## src/rtl/sdram_pkg.sv

```systemverilog
// ---------------------------------------------------------------------------
// sdram_pkg
// Shared definitions for the two-port SDRAM arbiter.
//   SDRAM_ADDR_WIDTH / SDRAM_DATA_WIDTH / SDRAM_MASK_WIDTH : default widths
//   arb_state_t : arbiter FSM state encoding (IDLE, ISSUE, WAIT_DONE, RESPOND)
//   sdram_req_t : one request record (we, addr, data, mask) at default widths
// ---------------------------------------------------------------------------
package sdram_pkg;

  localparam int SDRAM_ADDR_WIDTH = 23;
  localparam int SDRAM_DATA_WIDTH = 32;
  localparam int SDRAM_MASK_WIDTH = SDRAM_DATA_WIDTH / 8;

  typedef enum logic [1:0] {
    IDLE      = 2'd0,
    ISSUE     = 2'd1,
    WAIT_DONE = 2'd2,
    RESPOND   = 2'd3
  } arb_state_t;

  typedef struct packed {
    logic                        we;
    logic [SDRAM_ADDR_WIDTH-1:0] addr;
    logic [SDRAM_DATA_WIDTH-1:0] data;
    logic [SDRAM_MASK_WIDTH-1:0] mask;
  } sdram_req_t;

endpackage

```

## src/rtl/sdram_arb_select.sv

```systemverilog
// ---------------------------------------------------------------------------
// sdram_arb_select
// Combinational winner selection between two requesters plus the
// last-granted pointer that makes ties alternate.
//   clk, rst_n : clock and asynchronous active-low reset
//   req0, req1 : live request lines
//   grant      : high in the cycle the arbiter accepts the current winner
//   any_req    : at least one request is present
//   winner     : 0 = port0, 1 = port1 (valid while any_req = 1)
// Configuration macro: SDRAM_ARB_FIXED_PRIO_EN -- when defined port0 always
// wins a tie and no pointer register exists.
// ---------------------------------------------------------------------------
module sdram_arb_select
  import sdram_pkg::*;
(
  input  logic clk,
  input  logic rst_n,
  input  logic req0,
  input  logic req1,
  input  logic grant,
  output logic any_req,
  output logic winner
);

  assign any_req = req0 | req1;

`ifdef SDRAM_ARB_FIXED_PRIO_EN

  // Port0 wins whenever it is requesting; clock, reset and grant are not
  // needed because there is no state to keep.
  logic unused_inputs;
  assign unused_inputs = clk ^ rst_n ^ grant;

  assign winner = ~req0;

`else

  // Pointer to the port granted last; it starts at port1 so that port0
  // takes the first tie after reset.
  logic last_q;

  // On a tie the port not granted last wins, otherwise the lone requester.
  assign winner = (req0 & req1) ? ~last_q : ~req0;

  // The pointer only moves when a grant is actually taken.
  always_ff @(posedge clk or negedge rst_n) begin
    if (!rst_n) begin
      last_q <= 1'b1;
    end else if (grant) begin
      last_q <= winner;
    end
  end

`endif

endmodule

```

## src/rtl/sdram_arbiter.sv

```systemverilog
// ---------------------------------------------------------------------------
// sdram_arbiter
// Two-port arbiter in front of the SoC side of sdram_controller. One command
// is in flight at a time: a winner is chosen in IDLE, its command is held on
// the controller interface until the controller goes busy, read data is
// captured when the controller signals ready, and the winner gets a single
// cycle done pulse once the controller is idle again.
// Ports:
//   clk, reset_n_port            : clock, asynchronous active-low reset
//   pN_req/pN_we                 : request (held until pN_done), 1 = write
//   pN_addr/pN_wr_data/pN_wr_mask: request payload
//   pN_done/pN_rd_data           : completion pulse, last read data of port N
//   ctl_addr/ctl_wr_data/ctl_wr_mask/ctl_wr_en/ctl_rd_en : command out
//   ctl_busy/ctl_ready/ctl_rd_data : controller status and read return
// Configuration macro: SDRAM_ARB_FIXED_PRIO_EN (fixed port0 priority on ties
// instead of round-robin; handled inside sdram_arb_select).
// ---------------------------------------------------------------------------
module sdram_arbiter
  import sdram_pkg::*;
#(
  parameter int ADDR_WIDTH = SDRAM_ADDR_WIDTH,
  parameter int DATA_WIDTH = SDRAM_DATA_WIDTH
) (
  input  logic                    clk,
  input  logic                    reset_n_port,

  input  logic                    p0_req,
  input  logic                    p0_we,
  input  logic [ADDR_WIDTH-1:0]   p0_addr,
  input  logic [DATA_WIDTH-1:0]   p0_wr_data,
  input  logic [DATA_WIDTH/8-1:0] p0_wr_mask,
  output logic                    p0_done,
  output logic [DATA_WIDTH-1:0]   p0_rd_data,

  input  logic                    p1_req,
  input  logic                    p1_we,
  input  logic [ADDR_WIDTH-1:0]   p1_addr,
  input  logic [DATA_WIDTH-1:0]   p1_wr_data,
  input  logic [DATA_WIDTH/8-1:0] p1_wr_mask,
  output logic                    p1_done,
  output logic [DATA_WIDTH-1:0]   p1_rd_data,

  output logic [ADDR_WIDTH-1:0]   ctl_addr,
  output logic [DATA_WIDTH-1:0]   ctl_wr_data,
  output logic [DATA_WIDTH/8-1:0] ctl_wr_mask,
  output logic                    ctl_wr_en,
  output logic                    ctl_rd_en,
  input  logic                    ctl_busy,
  input  logic                    ctl_ready,
  input  logic [DATA_WIDTH-1:0]   ctl_rd_data
);

  arb_state_t state_q, state_d;
  logic       grant;
  logic       any_req;
  logic       sel_winner;
  logic       win_q;
  logic       cmd_we_q;

  sdram_arb_select u_select (
    .clk     (clk),
    .rst_n   (reset_n_port),
    .req0    (p0_req),
    .req1    (p1_req),
    .grant   (grant),
    .any_req (any_req),
    .winner  (sel_winner)
  );

  always_ff @(posedge clk or negedge reset_n_port) begin
    if (!reset_n_port) begin
      state_q <= IDLE;
    end else begin
      state_q <= state_d;
    end
  end

  // Grants are only taken in IDLE, so a port whose done is pulsing in
  // RESPOND cannot be re-granted in that same cycle.
  always_comb begin
    state_d = state_q;
    grant   = 1'b0;
    case (state_q)
      IDLE: begin
        if (!ctl_busy && any_req) begin
          grant   = 1'b1;
          state_d = ISSUE;
        end
      end
      ISSUE: begin
        if (ctl_busy) begin
          state_d = WAIT_DONE;
        end
      end
      WAIT_DONE: begin
        if (!ctl_busy) begin
          state_d = RESPOND;
        end
      end
      RESPOND: begin
        state_d = IDLE;
      end
      default: begin
        state_d = IDLE;
      end
    endcase
  end

  // Command registers are loaded only on a grant, so the controller sees a
  // stable address/data/mask from ISSUE entry until RESPOND exits.
  always_ff @(posedge clk or negedge reset_n_port) begin
    if (!reset_n_port) begin
      win_q       <= 1'b0;
      cmd_we_q    <= 1'b0;
      ctl_addr    <= '0;
      ctl_wr_data <= '0;
      ctl_wr_mask <= '0;
    end else if (grant) begin
      win_q       <= sel_winner;
      cmd_we_q    <= sel_winner ? p1_we      : p0_we;
      ctl_addr    <= sel_winner ? p1_addr    : p0_addr;
      ctl_wr_data <= sel_winner ? p1_wr_data : p0_wr_data;
      ctl_wr_mask <= sel_winner ? p1_wr_mask : p0_wr_mask;
    end
  end

  // Read data lands in the winner's register only; each register keeps its
  // value until that port's next read completes.
  always_ff @(posedge clk or negedge reset_n_port) begin
    if (!reset_n_port) begin
      p0_rd_data <= '0;
      p1_rd_data <= '0;
    end else if (state_q == WAIT_DONE && ctl_ready && !cmd_we_q) begin
      if (win_q) begin
        p1_rd_data <= ctl_rd_data;
      end else begin
        p0_rd_data <= ctl_rd_data;
      end
    end
  end

  // Enables and done pulses decode the registered state, so reset forces
  // them low immediately and the two enables are mutually exclusive.
  assign ctl_wr_en = (state_q == ISSUE) &  cmd_we_q;
  assign ctl_rd_en = (state_q == ISSUE) & ~cmd_we_q;
  assign p0_done   = (state_q == RESPOND) & ~win_q;
  assign p1_done   = (state_q == RESPOND) &  win_q;

endmodule
```

## config.mk

```make
export PLATFORM = sky130hd
export DESIGN_NAME = sdram_arbiter
export DESIGN_NICKNAME = d
export VERILOG_FILES = /design/src/rtl/sdram_pkg.sv /design/src/rtl/sdram_arb_select.sv /design/src/rtl/sdram_arbiter.sv
export SDC_FILE = /design/constraint.sdc
export NUM_CORES = 1
export LEC_CHECK = 0
export ABC_AREA = 1
export CORE_MARGIN = 3
export CORE_UTILIZATION = 42
export DETAILED_ROUTE_END_ITERATION = 7
export PLACE_DENSITY = 0.83
export SYNTH_ARGS = -nofsm -noshare
export SYNTH_HDL_FRONTEND = slang
export SYNTH_SLANG_ARGS = --single-unit
```

## constraint.sdc

```tcl
create_clock -name clk -period 1.74 [get_ports clk]
set_clock_uncertainty 0.05 [all_clocks]
set_input_delay 0.174 -clock clk [delete_from_list [all_inputs] [get_ports clk]]
set_output_delay 0.174 -clock clk [all_outputs]
set_load 0.03 [all_outputs]
```

==> impl_metrics.yaml, run 1 <==
yosys:
  synth_compound_area_share_pct: 3.16
  syn_area_um2: 6090
  synth_nets: 930
  synth_area_per_cell_um2: 7.93
  synth_seq_area_share_pct: 52.6
  syn-instance-count: 768
  synthAdderAreaFrac_pct: 0.821
  yosysWarnings: 0
  synth_top_family_by_area: "simple AND/OR/NAND/NOR gates"
  synth_cell_type_count: 18
  synth_top_cell_by_area: "dfrtp_1"
  synth_top_area_share_pct: 52.2
  ys_ff_latch: 128
  synth_xor_xnor_area_share_pct: 0
  muxShareOfSynthArea_pct: 0
  ys_top_cells_by_area: "dfrtp_1 52%, nand2_1 18%, nand3_1 7.7%"
  synth-simple-area-share_pct: 33.6
drt:
  first_iter_violations: 342
  via_count: 6004
  avgRoutedWirePerCell_um: 15.1
  drc: 0
  firstDrtPassIters: 5
  antenna_left: 0
  vias_per_cell: 4.85
  wl_um: 18700
die:
  dieArea_um2: 16000
  io_pins: 285
  core-area_um2: 14000
  fp-row-count: 43
  fp.dieW_um: 126
  die_height_um: 126
  initial_utilization_pct: 43.4
placement:
  post-place-ws_ns: 0.0895
  place_area_um2: 9230
  hpwl_um: 13400
  gp_congestion: 0.853
  portBuffers: 284
  dp_cells: 1206
critical_path:
  rr_endpoint: "p0_rd_data[13]"
  critPathMaxStageDelay_ns: 0.68
  cp_num_cells: 1
  crit_type: "flop to primary output"
  worstPathRequired_ns: 1.52
  endpoint_kind: "primary output"
  cp.arrival_ns: 1.47
  critical-path-slowest-cell: "clkdlybuf4s50_1"
  start_kind: "flop"
  cp_max_fo: 2
  path_buf_inv: 1
  worstRegToRegCells: 8
  r2r-start: "state_q[0]"
  crit_family: "buffers and inverters"
  crit_path_start: "ctl_addr[3]"
  r2r_slack_ns: 0.17
  path_cells: "clkdlybuf4s50_1"
  cp-endpoint: "ctl_addr[3]"
clock_network:
  cts_tree: "done"
  clk_latency_ns: 0.41
  clockBufferDepth: 2
  cts-buffers-inserted: 17
  root_buffer: "clkbuf_16"
  clk_pin_slew_worst_paths_ns: 0.06
  clock-sinks: 128
  cts_max_level: 4
timing:
  rsz0062_at_grt: "true"
  fmax_mhz: 591
  tightest_slew_ns: 0.421
  fin_hold_ws_ns: 0.137
  hold_violations: 0
  final_max_slew_viol_count: 0
  maxSlewHeadroom_pct: 71.9
  finalSetupTns_ns: 0
  setup_slack_ns: 0.0467
  fin_crit_ns: 1.69
  post-route-period-util_pct: 97.3
  finalSetupViolCount: 0
power_and_ir_drop:
  ir_drop_mv: 0.822
  total_power_mw: 17.9
  powerDensity_nw_per_um2: 1820
  leakage_nw: 4.89
outcome:
  status: "finished clean"
layout:
  areaGrowthSynthToFinish_pct: 61.7
  fin_area_um2: 9850
  layout_commonest_cell: "nand2_1"
  fin_cells: 1239
  layout_common_cells: "289 x nand2_1, 271 x clkdlybuf4s50_1, 127 x dfrtp_1"
  fin_util_pct: 70.2
  nets: 1208
  antenna_cells: 0
  layout-drive-gt1-share_pct: 6.23
hold_path:
  holdCritPathClass: "input pin to flop"
global_routing:
  grt_antenna_before_repair: 0
  grt_pass1_vias: 5922
  grt_max_degree: 81
  track_usage_pct: 23.5
  grt_overflow: 0
  grt_pass1_wl_um: 30200
run:
  max_cap_viol_count: 0
## layer usage
metal / track usage (%) / share of wire, %
met5: 0 / 0
met4: 6.31 / 1.4
met3: 9.09 / 10
met2: 39.4 / 49
met1: 28.3 / 40
## registers in the layout, summed over array words and instances (netlist names)
register,count
u_select.last_q,1
p0_rd_data,32
ctl_addr,23
win_q,1
p1_rd_data,32
state_q,2
ctl_wr_mask,4
cmd_we_q,1
ctl_wr_data,32
## cells by family (layout without fill, tap and decap cells)
family | count (synthesis) | after routing
simple gates | 450 | 450
buf+inv | 149 | 440
flops | 128 | 128
compound gates | 37 | 37
fa+ha+maj | 4 | 4
## synth_stat cells
| cell | number |
|---|---|
| nand2_1 | 291 |
| dfrtp_1 | 127 |
| inv_1 | 102 |
| nand3_1 | 94 |
| nand3b_1 | 60 |
| o21ai_0 | 35 |
| clkbuf_1 | 22 |
| buf_2 | 18 |
| ha_1 | 4 |
| buf_4 | 3 |
| clkbuf_2 | 3 |
| nor2_1 | 2 |
| nor2_2 | 2 |
| dfstp_2 | 1 |
| inv_2 | 1 |
| nor3_4 | 1 |
| o211ai_2 | 1 |
| o21ai_1 | 1 |
## area by class of cell
cell class                 count  area (um2)
clock buffer                  19         453
clock inverter                13         135
fill                        1116        4190
inverter                     103         387
multi-input combinational    491        2310
sequential                   128        3200
tap                          180         225
timing repair buffer         305        3140
## worst min-delay path by stage
stage / startpoint / to / slack (ns) / depth (start not counted)
floorplan: reset_n_port / cmd_we_q / -0.17 / 0
global placement: reset_n_port / ctl_wr_data[21] / 0.02 / 1
detailed placement: reset_n_port / ctl_wr_data[20] / 0.02 / 1
CTS: p0_req / cmd_we_q / 0.12 / 4
global route: p0_req / cmd_we_q / 0.15 / 4
finish: p0_req / cmd_we_q / 0.14 / 4
## tightest hold or removal path, cell delays in order
cell and delay, ns:
buf_2 0.16, nand3b_1 0.10, nand3_1 0.07, nand2_1 0.05
## timing repair
item,4_1_cts,5_1_grt
gates resized for setup,3,8
endpoints found under the setup margin,1,15
hold endpoints to repair,125,0
hold buffers,1,0
setup buffers,0,0
## power by group
part	leakage (nW)	internal [mW]	total, mW	switching [mW]
logic	3.05	3.69	9.18	5.49
registers	1.57	4.44	5.25	0.819
clock network	0.278	2.18	3.51	1.33
Note: power is estimated with default switching activity, not from simulation.
==> inputs of run 2 (changes only) <==
==> constraint.sdc (replaced) <==
create_clock -name clk -period 1.74 [get_ports clk]
set_clock_uncertainty 0.05 [all_clocks]
set_input_delay 0.522 -clock clk [delete_from_list [all_inputs] [get_ports clk]]
set_output_delay 0.522 -clock clk [all_outputs]
set_load 0.03 [all_outputs]
==> run 2 against run 1 <==
Clock power increased by 5%; total power rose by 0.36%; via count is 6.8% higher; sequential power is 2% higher; the flow now finishes with violations (setup timing); largest power group unchanged; utilization grew 1.9 points; first-iteration DRC count up 25%; critical path type unchanged; count of clock-buffer cells in the layout increased by 7; hold slack gained 0.28 ns; design area grew 2.7%; highest routed layer unchanged; critical endpoint is now ctl_rd_en; non-clock buffer count rose by 33.
==> impl_metrics.yaml, run 2 (synthesized netlist as in run 1, its figures left out) <==
power_and_ir_drop:
  total_power_mw: 18.0
  powerDensity_nw_per_um2: 1780
  clkPwrFrac_pct: 20.4
  ir_drop_mv: 0.813
  leakage_nw: 5.16
  p_seq_share_pct: 29.7
  p_switching_mw: 7.94
  p_int_mw: 10.1
  p_comb_share_pct: 49.9
  netSwitchingFraction_pct: 44.1
global_routing:
  track_usage_pct: 24.3
  grt_pass1_vias: 6066
  grt_overflow: 0
  grt_antenna_before_repair: 0
  grt_pass1_wl_um: 31200
  grt_max_degree: 65
layout:
  antenna_cells: 0
  n_fill_cell: 1101
  layout_common_cells: "286 x nand2_1, 155 x clkdlybuf4s50_1, 125 x dfrtp_1"
  multi_input_area_um2: 2400
  areaGrowthSynthToFinish_pct: 66.1
  layout-drive-gt1-share_pct: 18.9
  reg_top3: "ctl_wr_data: 32 flops, p0_rd_data: 32 flops, p1_rd_data: 32 flops"
  layout_commonest_cell: "nand2_1"
  regArea_um2: 3210
  fin_area_um2: 10100
  nets: 1242
drt:
  drc: 0
  firstDrtPassIters: 5
  vias_per_cell: 5.04
  via_count: 6413
  wl_um: 21400
  antenna_left: 0
  first_iter_violations: 428
  avgRoutedWirePerCell_um: 16.8
timing:
  finalSetupViolCount: 4
  tightest_slew_ns: 0.399
  fmax_mhz: 522
  fin_crit_ns: 1.92
  setup_slack_ns: -0.177
  post-route-period-util_pct: 110
  maxSlewHeadroom_pct: 73.3
  hold_violations: 0
  rsz0062_at_grt: "true"
  final_max_slew_viol_count: 0
clock_network:
  cts_tree: "done"
  clock-sinks: 128
  clk_latency_ns: 0.41
  cts-buffers-inserted: 17
  root_buffer: "clkbuf_16"
  clk_pin_slew_worst_paths_ns: 0.05
  clockBufferDepth: 2
  cts_max_level: 4
run:
  max_cap_viol_count: 0
critical_path:
  cp.arrival_ns: 1.35
  worstRegToRegCells: 9
  crit_type: "flop to primary output"
  cp_max_fo: 4
  rr_endpoint: "p1_rd_data[18]"
  endpoint_kind: "primary output"
  start_kind: "flop"
  r2r-start: "state_q[0]"
  worstPathRequired_ns: 1.17
  r2r_slack_ns: 0.03
hold_path:
  holdCritPathClass: "flop to flop"
  whs_endpoint: "p0_rd_data[6]"
  holdPathStages: 2
  min_from: "p0_rd_data[6]"
die:
  dieArea_um2: 16000
  fp.dieW_um: 126
  core-area_um2: 14000
  initial_utilization_pct: 43.4
  die_height_um: 126
  fp-row-count: 43
  io_pins: 285
placement:
  place_area_um2: 9340
  hpwl_um: 13900
  gp_congestion: 0.858
  portBuffers: 284
outcome:
  status: "finished, violations left"
  failed_checks: "setup timing"
## run 2: worst max-delay path by stage
| stage | cells after the start | startpoint | slack, ns | end |
|---|---|---|---|---|
| after global placement | 6 | ctl_busy | -0.17 | win_q |
| after floorplan | 4 | state_q[1] | 0.10 | ctl_rd_en |
| final | 5 | state_q[1] | -0.18 | ctl_rd_en |
| after global routing | 5 | state_q[1] | -0.23 | ctl_rd_en |
| after detailed placement | 6 | ctl_busy | -0.22 | win_q |
| after CTS | 4 | state_q[1] | -0.21 | p0_done |
## run 2: final cells by class
cell class,instances,area share [%]
Sequential cell,128,31.7
Clock buffer,26,5.03
Timing Repair Buffer,338,32.5
Clock inverter,5,0.989
Tap cell,180,2.23
Multi-Input combinational cell,492,23.7
Inverter,103,3.82
## run 2: per-stage QoR
stage	TNS (ns)	hold WS (ns)	std cells	setup slack (ns)	utilization [%]
CTS	-0.819	0.416	1252	-0.207	71.3
finish	-0.564	0.417	1272	-0.177	72.1
global route	-1.20	0.450	1272	-0.233	72.1
floorplan	0	0.176	768	0.104	-
global placement	-15.60	0.355	1216	-0.167	66.5
detailed placement	-18.24	0.349	1216	-0.218	66.5
## run 2: what timing repair did
action | 4_1_cts | 5_1_grt
hold endpoints to repair | 9 | 0
setup endpoints to repair | 127 | 181
pin swaps | 1 | 5
hold buffers | 1 | 0
setup buffers | 4 | 7
resized for setup | 256 | 118
gates cloned | 0 | 13
## run 2: per-layer routing
metal  track usage, %  part of all wire [%]  vias to the layer above
met5                0                     0                        -
met4             7.38                   2.0                        0
met3             7.75                   9.8                       34
met2             40.5                    50                      321
met1             30.2                    38                     3044
li1                 -                     -                     3014
## run 2: power by group through the flow
stage / sequential, mW / clock (mW) / combinational [mW]
floorplan: 7.96 / 0 / 2.28
global placement: 5.25 / 0 / 9.19
detailed placement: 5.29 / 0 / 9.32
CTS: 5.29 / 3.70 / 8.77
global route: 5.54 / 3.85 / 9.64
finish: 5.36 / 3.67 / 8.99
## run 2: critical path, cell delays in order (launching register included)
cell     delay, ns
dfrtp_2       0.44
inv_2         0.09
ha_4          0.14
inv_2         0.03
nor2_2        0.08
buf_6         0.14
==> variant 1: new RTL, flow settings as in run 2 <==
Set the package constant `SDRAM_DATA_WIDTH` to 48 (it was 32).
--- a/src/rtl/sdram_pkg.sv
+++ b/src/rtl/sdram_pkg.sv
@@ -8,7 +8,7 @@
 package sdram_pkg;
 
   localparam int SDRAM_ADDR_WIDTH = 23;
-  localparam int SDRAM_DATA_WIDTH = 32;
+  localparam int SDRAM_DATA_WIDTH = 48;
   localparam int SDRAM_MASK_WIDTH = SDRAM_DATA_WIDTH / 8;
 
   typedef enum logic [1:0] {
Ports: changed (9 resized); port bits go from 285 to 387. No check against the original RTL was run, so the function may have changed too.
==> variant 1 against run 2 <==
Synthesized cell count is 36% higher. Critical path depth grew 4. Total power up 45%. Area after synthesis is 37% higher. Worst setup slack worse by 0.022 ns. Design area grew 47%. Wire length rose by 68%. Via count increased by 44%. Non-clock buffer count rose by 122. Sequential cell count rose by 50. The flow still finishes with violations (negative setup slack). Critical endpoint is now p1_rd_data[33]$_DFFE_PN0P_.
==> variant 1: results (changes against run 2) <==
- Largest net degree at the start of global routing: 58 (-11%)
- Synth Area in Adders: 0.599% (-0.22 points)
- Wire per inst: 20.8 um (+24%)
- Lkg Pwr: 7.28 nW (+41%)
- Post-DP HPWL: 20600 um (+48%)
- Failing checks: negative setup slack
- Hold_ws: 0.430 ns (+0.0126 ns)
- Critical path startpoint: state_q[0]$_DFFE_PN0P_
- Biggest regs: ctl_wr_data: 48 flops, p0_rd_data: 48 flops, p1_rd_data: 48 flops
- Placed inst area: 12800 sq um (+37%)
- Met2 Wirelength: 17800 um (+67%)
- Fillers: 1174 (+6.6%)
- Yosys cell types: 19 (+1)
- Worst setup margin: -0.199 ns (-0.0217 ns)
- Routability cong.: 0.870 (+1.4%)
- Placed instance count: 1652 (+36%)
- Family with the most delay on the worst path: buffers and inverters
- Setup crit end: p1_rd_data[33]$_DFFE_PN0P_
- Post-Syn Nets: 1255 (+35%)
- 1st-iter DRT viols: 635 (+48%)
- Setup CP Type: reg2reg
- Worst-path clk slew: 0.08 ns (+0.03 ns)
- Hold EP: ctl_wr_data[22]$_DFFE_PN0P_
- Met1 Usage GRT: 31.2% (+1.1 points)
- Hold Crit Class: reg2reg
- Met2 Track Usage GR: 44.6% (+4.1 points)
- Seq pwr: 7.69 mW (+43%)
- Most frequent cells after synthesis: 392 x nand2_1, 177 x dfrtp_1, 135 x inv_1
- Combinational power share: 55.4% (+5.5 points)
- Slew headroom: 67.4% (-5.9 points)
- Global-route usage over all layers: 26.1% (+1.9 points)
- First-pass GRT wire length: 45100 um (+45%)
- Setup TNS: -6.29 ns (-5.72 ns)
- Vias: 9211 (+44%)
- Max layer used: met5
- CP max FO: 6 (+2)
- Syn avg cell area: 8.02 sq um (+1.1%)
- Worst vdd ir: 0.000776 V (-4.5%)
- WL met3: 3560 um (+70%)
- Area contributors post-synth: dfrtp_1 53%, nand2_1 18%, nand3_1 7.7%
- Share of cells above drive strength 1: 28.7% (+9.8 points)
- Met1 WL: 12300 um (+49%)
- Worst EP arrival: 2.23 ns (+0.88 ns)
- Setup Viol. Count Final: 97 (+93)
- Clock latency on the worst-skew pair: between 0.4 and 0.5 ns
- Number of global-route vias before repair: 8511 (+40%)
- Post-synthesis compound-gate area fraction: 3.30% (+0.13 points)
- Run status: complete, but fails checks
- Sequential share of the synthesized area: 53.4% (+0.78 points)
- Met3 GRT Util: 7.22% (-0.53 points)
- Sw Share: 46.9% (+2.8 points)
- Overall routed net length: 36000 um (+68%)
- Hold_sp: ctl_wr_data[22]$_DFFE_PN0P_
- Max incr delay on CP: 0.44 ns (about the same)
- Power Internal: 13.9 mW (+38%)
- Initial antenna violation count: 2 (+2)
- Post-synth ARST share: 100% (unchanged)
==> variant 1: repair_timing <==
item | in CTS | in global routing
gates resized for setup | 484 | 271
setup buffers | 3 | 11
hold buffers | 1 | 0
cloned | 0 | 29
pin swaps | 1 | 11
endpoints found under the setup margin | 165 | 120
hold endpoints to repair | 29 | 0
==> variant 1: final cells by class <==
type,count,area (sq um),area share [%]
Inverter,136,515,3.48
Antenna cell,1,2.50,0.0169
Clock inverter,14,151,1.02
Multi-Input combinational cell,662,3680,24.8
Sequential cell,178,4460,30.1
Timing Repair Buffer,460,5250,35.4
Clock buffer,18,439,2.96
Tap cell,260,325,2.19
==> variant 1: worst register-to-register path, stage by stage (launching register included) <==
cell,delay (ns)
dfrtp_2,0.44
buf_6,0.13
inv_4,0.05
ha_4,0.15
nand2_4,0.06
nor3_4,0.37
clkbuf_16,0.26
clkbuf_16,0.18
nand2_2,0.06
o21ai_1,0.11
==> variant 2: new RTL, flow settings as in run 2 <==
Made on the original files. Re-encode `arb_state_t` (4 states) as one-hot, 4 bits wide.
--- a/src/rtl/sdram_pkg.sv
+++ b/src/rtl/sdram_pkg.sv
@@ -11,11 +11,11 @@
   localparam int SDRAM_DATA_WIDTH = 32;
   localparam int SDRAM_MASK_WIDTH = SDRAM_DATA_WIDTH / 8;
 
-  typedef enum logic [1:0] {
-    IDLE      = 2'd0,
-    ISSUE     = 2'd1,
-    WAIT_DONE = 2'd2,
-    RESPOND   = 2'd3
+  typedef enum logic [3:0] {
+    IDLE      = 4'b0001,
+    ISSUE     = 4'b0010,
+    WAIT_DONE = 4'b0100,
+    RESPOND   = 4'b1000
   } arb_state_t;
 
   typedef struct packed {
Formal check against the unedited RTL: same outputs for any inputs over 10 cycles, from zero or initial values and one cycle with reset_n_port low; not proved beyond that.
==> variant 2 against run 2 <==
The run still ends with negative setup slack left. Total power decreased by 15%. Critical path depth grew 1. Area after synthesis shrank 0.43%. Worst hold slack improved by 0.0079 ns. Sequential power decreased by 11%. Wire length fell by 14%. Combinational power down 26%. Worst setup slack got worse by 0.069 ns. Clock power up 5%. Design area fell by 3.5%. Critical path type unchanged. Sequential cell count increased by 2.
==> variant 2: results (changes against run 2) <==
- Final Power: 15.2 mW (-15%)
- Share of cells above drive strength 1: 24.4% (+5.6 points)
- Worst setup margin: -0.246 ns (-0.0692 ns)
- Post-CTS sizing: 293 (+14%)
- WL met3: 1330 um (-37%)
- Setup Viol. Count Final: 4 (unchanged)
- Failing checks: negative setup slack
- Post-Syn Nets: 893 (-4.0%)
- Most frequent cells after synthesis: 436 x nand2_1, 128 x dfrtp_1, 58 x o21ai_2
- Sw Share: 39.9% (-4.2 points)
- Seq pwr: 4.76 mW (-11%)
- Sequential share of the synthesized area: 53.7% (+1.1 points)
- Largest net degree at the start of global routing: 49 (-25%)
- Placed instance count: 1181 (-2.9%)
- Vias: 5792 (-9.7%)
- Post-synthesis compound-gate area fraction: 9.12% (+6.0 points)
- Lkg Pwr: 5.05 nW (-2.1%)
- 1st-iter DRT viols: 298 (-30%)
- Worst slack, placed: -0.225 ns (-0.00632 ns)
- Global-route usage over all layers: 23.1% (-1.2 points)
- FF-to-FF End: state_q[3]$_DFFE_PN0P_
- Overall routed net length: 18300 um (-14%)
- Worst vdd ir: 0.000811 V (-0.21%)
- Post-DR vias/cell: 4.72 (-6.4%)
- Worst EP arrival: 1.41 ns (+0.06 ns)
- Run status: complete, but fails checks
==> variant 2: final cells by class <==
type                       instances  area (sq um)
fill                            1063          4220
sequential                       130          3260
timing repair buffer             317          3090
multi-input combinational        525          2380
clock buffer                      21           460
tap                              180           225
clock inverter                    11           183
inverter                          44           168
==> variant 2: stage by stage <==
stage	TNS, ns	cell area [sq um]	util, %
after floorplan	0	6070	-
after global placement	-17.15	9150	65.4
after global routing	-1.13	9770	69.8
final	-0.872	9770	69.8
after CTS	-0.905	9980	71.3
after detailed placement	-21.77	9150	65.4
==> variant 2: how the worst min path moves through the flow <==
stage | slack (ns) | start | depth (start not counted) | to
floorplan | 0.18 | reset_n_port | 0 | cmd_we_q$_DFFE_PN0P_
global placement | 0.38 | reset_n_port | 1 | p1_rd_data[26]$_DFFE_PN0P_
detailed placement | 0.38 | reset_n_port | 1 | p0_rd_data[24]$_DFFE_PN0P_
CTS | 0.43 | p0_rd_data[7]$_DFFE_PN0P_ | 2 | p0_rd_data[7]$_DFFE_PN0P_
global route | 0.44 | p0_rd_data[7]$_DFFE_PN0P_ | 2 | p0_rd_data[7]$_DFFE_PN0P_
finish | 0.43 | ctl_wr_mask[3]$_DFFE_PN0P_ | 2 | ctl_wr_mask[3]$_DFFE_PN0P_
==> variant 2: layer usage <==
layer  up-vias  GRT usage (%)
met4         0           9.40
met5         -              0
met2       225           40.3
met1      2700           25.9
met3        36           7.76
li1       2831              -
==> variant 2: worst max-delay path: stages (launching register included) <==
cell	delay, ns
dfstp_2	0.57
inv_2	0.05
nand2_2	0.07
nor2_4	0.04
inv_2	0.07
nor2_2	0.05
buf_6	0.14
